## src/rtl/mult_arbiter.sv

```systemverilog
// Two-requester round-robin arbiter sharing one Q5.11 signed multiplier (IDLE -> BUSY -> DONE).
// Define MULT_ARBITER_SAT_EN to saturate overflowing products; otherwise the product wraps.
module mult_arbiter #(
  parameter int DATA_W = 16,
  parameter int FRAC_W = 11
) (
  input  logic                     clk,
  input  logic                     rst,
  input  logic                     req0,
  input  logic                     req1,
  input  logic signed [DATA_W-1:0] a0,
  input  logic signed [DATA_W-1:0] b0,
  input  logic signed [DATA_W-1:0] a1,
  input  logic signed [DATA_W-1:0] b1,
  output logic [1:0]               grant,
  output logic [1:0]               done,
  output logic signed [DATA_W-1:0] result,
  output logic                     busy
);

  typedef enum logic [1:0] {IDLE, BUSY, DONE} state_t;

  state_t                   state;
  logic                     prio_p0;
  logic                     win1_p0;
  logic signed [DATA_W-1:0] a_p0;
  logic signed [DATA_W-1:0] b_p0;
  logic signed [DATA_W-1:0] prod_p1;

  function automatic logic [DATA_W-1:0] mag(input logic signed [DATA_W-1:0] x);
    logic [DATA_W-1:0] ux;
    ux = x;
    if (ux[DATA_W-1]) begin
      ux = ~ux;
      ux = ux + DATA_W'(1);
    end
    return ux;
  endfunction

  function automatic logic [DATA_W-1:0] negate(input logic [DATA_W-1:0] x);
    logic [DATA_W-1:0] nx;
    nx = ~x;
    nx = nx + DATA_W'(1);
    return nx;
  endfunction

  // Sign-magnitude multiply; truncation of the magnitude gives rounding toward zero.
  function automatic logic signed [DATA_W-1:0] q_mult(input logic signed [DATA_W-1:0] a,
                                                      input logic signed [DATA_W-1:0] b);
    logic [2*DATA_W-1:0] p;
    logic [DATA_W-1:0]   sh;
    logic                neg;
    p   = {{DATA_W{1'b0}}, mag(a)} * {{DATA_W{1'b0}}, mag(b)};
    sh  = p[FRAC_W+DATA_W-1:FRAC_W];
    neg = a[DATA_W-1] ^ b[DATA_W-1];
`ifdef MULT_ARBITER_SAT_EN
    return sat_apply(p[2*DATA_W-1:FRAC_W+DATA_W], sh, neg);
`else
    return neg ? negate(sh) : sh;
`endif
  endfunction

`ifdef MULT_ARBITER_SAT_EN
  function automatic logic signed [DATA_W-1:0] sat_apply(input logic [DATA_W-FRAC_W-1:0] hi,
                                                         input logic [DATA_W-1:0] sh,
                                                         input logic neg);
    logic [DATA_W-1:0] min_neg;
    logic              ovf;
    min_neg = {1'b1, {(DATA_W-1){1'b0}}};
    ovf     = (hi != '0) || (neg ? (sh > min_neg) : sh[DATA_W-1]);
    if (ovf) return neg ? min_neg : {1'b0, {(DATA_W-1){1'b1}}};
    return neg ? negate(sh) : sh;
  endfunction
`endif

  // Tie goes to requester 1 only when requester 0 was served last.
  assign win1_p0 = req1 & (~req0 | prio_p0);

  // Stage p0: operand capture on the arbitration edge.
  always_ff @(posedge clk) begin
    if (state == IDLE && (req0 || req1)) begin
      a_p0 <= win1_p0 ? a1 : a0;
      b_p0 <= win1_p0 ? b1 : b0;
    end
  end

  // Stage p1: product of the captured operands, registered into result in BUSY.
  assign prod_p1 = q_mult(a_p0, b_p0);

  always_ff @(posedge clk) begin
    if (rst) begin
      state   <= IDLE;
      grant   <= 2'b00;
      done    <= 2'b00;
      busy    <= 1'b0;
      result  <= '0;
      prio_p0 <= 1'b0;
    end else begin
      case (state)
        IDLE: begin
          done <= 2'b00;
          if (req0 || req1) begin
            grant <= win1_p0 ? 2'b10 : 2'b01;
            busy  <= 1'b1;
            state <= BUSY;
          end
        end
        BUSY: begin
          result <= prod_p1;
          done   <= grant;
          state  <= DONE;
        end
        DONE: begin
          done    <= 2'b00;
          prio_p0 <= grant[0];
          grant   <= 2'b00;
          busy    <= 1'b0;
          state   <= IDLE;
        end
        default: begin
          done  <= 2'b00;
          grant <= 2'b00;
          busy  <= 1'b0;
          state <= IDLE;
        end
      endcase
    end
  end

endmodule

```

## config.mk

```make
export PLATFORM = sky130hd
export DESIGN_NAME = mult_arbiter
export DESIGN_NICKNAME = d
export VERILOG_FILES = /design/src/rtl/mult_arbiter.sv
export SDC_FILE = /design/constraint.sdc
export NUM_CORES = 1
export LEC_CHECK = 0
export ABC_AREA = 1
export BUFFER_PORTS_ARGS = -buffer_cell sky130_fd_sc_hd__buf_2
export CORE_ASPECT_RATIO = 1.5
export CORE_UTILIZATION = 30
export DETAILED_ROUTE_END_ITERATION = 10
export MAX_ROUTING_LAYER = met4
export PLACE_DENSITY = 0.56
export SYNTH_ARGS = -nofsm -noshare
export SYNTH_HDL_FRONTEND = slang
export SYNTH_SLANG_ARGS = --single-unit
export TNS_END_PERCENT = 10
```

## constraint.sdc

```tcl
create_clock -name clk -period 19.8 [get_ports clk]
set_input_delay 0.99 -clock clk [delete_from_list [all_inputs] [get_ports clk]]
set_output_delay 0.99 -clock clk [all_outputs]
set_load 0.005 [all_outputs]
```

==> metrics.yaml <==
clocking:
  clock_sinks: 56
  clk_pin_slew_ns: 0.08
  cts_resized: 0
  cts_max_path_buffers: 2
  cts_tree: "built"
  cts_made_buffers: 5
  worst_skew_pair.late_latency_ns: 0.32
  cts_root_buf: "clkbuf_16"
  h-tree-depth: 2
  post_cts_buffers: 0
  postCtsHoldBufs: 0
synthesis:
  synth-main-ff-cell: "edfxtp_1"
  synth_cell_type_count: 44
  syn_inst: 1600
  synth_nets: 1931
  synth_area_leaders: "fa_1 32%, nand2_1 15%, inv_1 12%"
  yosysSeqAreaShare_pct: 12.5
  async_reset_ff_share_pct: 0
  yosysTopAreaCellShare_pct: 32.0
  ys_seq_elements: 56
  synth_edf_count: 32
  yosys.area.top_type: "fa_1"
  syn_area_per_cell_um2: 7.23
  synth_area_um2: 11600
  ys_warn_count: 0
cells_and_area:
  stdcell_count: 2153
  antenna_cells: 0
  drive_gt1_share_pct: 10.3
  finalNetCount: 1994
  final_util_pct: 33.5
  area_delta_synth_final_pct: 9.47
worst_hold_path:
  min_path_type: "reg -> reg"
timing:
  max_slew_margin_pct: 35.4
  drv_slew: 0
  holdWs_ns: 0.464
  fin_crit_sh_pct: 40.7
  worstMarginPinSlew_ns: 0.967
  hold_viol_final: 0
  setup_viol: 0
  rsz0062_at_grt: "no"
  min_period_ns: 8.07
  skew_ns: 0.00935
  fin_tns_setup_ns: 0
  fmax_mhz: 124
die:
  initial_core_util_pct: 30.6
  coreArea_um2: 37800
  die_y_um: 242
  ioPinCount: 89
  rows: 87
  die-area_um2: 39400
  fp.dieW_um: 162
worst_setup_path:
  slowest_delay_ns: 0.57
  cpMostUsedCell: "nand2_1"
  path_max_fanout: 13
  cp.arrival_ns: 8.29
  crit_type: "reg -> reg"
  slowest_stage: "edfxtp_1"
  start_kind: "register"
  cp.required_ns: 20.02
  end_kind: "register"
drt:
  drt-initial-drc-count: 523
  drt_wl_total_um: 32800
  routedWlPerCell_um: 15.3
  drc_errors: 0
  firstDrtPassIters: 6
  vias: 10100
  viasPerCell: 4.68
  ant_nets: 0
placed_design:
  finalWeightedCongestion: 0.903
  placed_cells: 2145
  hpwl_um: 27700
  io_buffers: 88
grt:
  grt_pass1_vias: 10700
  grt_max_degree: 36
  gr-total-overflow: 0
  met1_usage_pct: 19.0
  grt.met2_usage_pct: 33.6
  antenna_found_initial: 0
  grtUsageTotal_pct: 18.5
  gr-usage-met3_pct: 1.71
  grt_pass1_wl_um: 54400
  grt-busiest-layer: "met2"
status:
  status: "finished clean"
flow_run:
  drv_cap: 0
-- cells in the mapped netlist (2+ instances only) --
master,count
a31oi_1,2
clkinv_1,5
nand2_4,3
o21ai_0,35
xnor2_1,4
ha_1,78
buf_6,3
o21ai_1,3
xor2_1,5
nand4_1,7
nor4_1,2
o31ai_1,3
o211ai_1,8
inv_1,360
fa_1,185
nand3b_1,7
edfxtp_1,32
nand3_1,57
inv_2,6
nor2_4,4
nand2_1,465
nor2_1,160
nor3_1,7
or2_2,4
clkbuf_1,29
o221ai_1,2
nor2_2,6
buf_2,5
dfxtp_1,24
a21oi_1,34
nand2_2,34
nand3_2,8
o21bai_1,2
-- per-layer routing --
metal  share of wire [%]  wire length, um
met1                  37            12100
met4                 6.4             2100
met2                  53            17500
met5                   0                0
met3                 3.5             1170
-- registers in the layout (all words and copies together), names as in the netlist --
signal / count
b_p0: 16
grant: 2
done: 2
state: 2
a_p0: 16
prio_p0: 1
result: 16
busy: 1
-- critical path: cells and delay by family (launching register included) --
| kind | cells | cell delay (ns) |
|---|---|---|
| flip-flops | 1 | 0.57 |
| AND/OR/NAND/NOR | 20 | 2.47 |
| adder cells (fa/ha/maj) | 8 | 3.68 |
| buffers and inverters | 8 | 0.99 |
| AO/OA/AOI/OAI | 1 | 0.22 |
-- through the flow --
stage | setup WS, ns | instance area, um^2
after CTS | 11.79 | 12700
after floorplan | 12.70 | 11600
after global routing | 11.16 | 12700
after detailed placement | 11.82 | 12500
after global placement | 11.79 | 12500
final | 11.73 | 12700
-- cells in the final DEF, fill, tap and decap left out, drive strengths merged, types with 8 or more instances in the layout --
cell / Yosys / final
buf: 8 / 93
o211ai: 8 / 8
dfxtp: 24 / 24
edfxtp: 32 / 32
nor3: 9 / 9
ha: 78 / 78
inv: 367 / 367
nand3: 65 / 65
o21ai: 38 / 38
nand2: 502 / 502
nand4: 8 / 8
fa: 185 / 185
nor2: 170 / 170
a21oi: 34 / 34
-- cells by family after synthesis --
group / Yosys count / synth area share (%)
simple gates: 770 / 28.3
buf+inv: 409 / 13.5
flops: 56 / 12.5
fa+ha+maj: 263 / 40.5
xor+xnor: 10 / 0.822
compound gates: 92 / 4.44
-- final cells by class --
type / instances / area, um^2
clock inverters: 3 / 37.5
clock buffers: 5 / 125
flip-flops and latches: 56 / 1440
repair buffers: 93 / 478
inverters: 372 / 1400
multi-input cells: 1135 / 8570
fillers: 4102 / 25100
well taps: 489 / 612
-- path summary, 6_finish.rpt --
kind,start,end,slack [ns],depth (start not counted)
setup / recovery,a_p0[0],result[15],11.73,37
hold / removal,grant[1],done[1],0.46,2
hold reg to reg,grant[1],done[1],0.46,2
setup reg to reg,a_p0[0],result[15],11.73,37
Power is left out: the tool's default activity adds up to more than one toggle a clock period on the data nets, which glitch-free logic cannot reach.
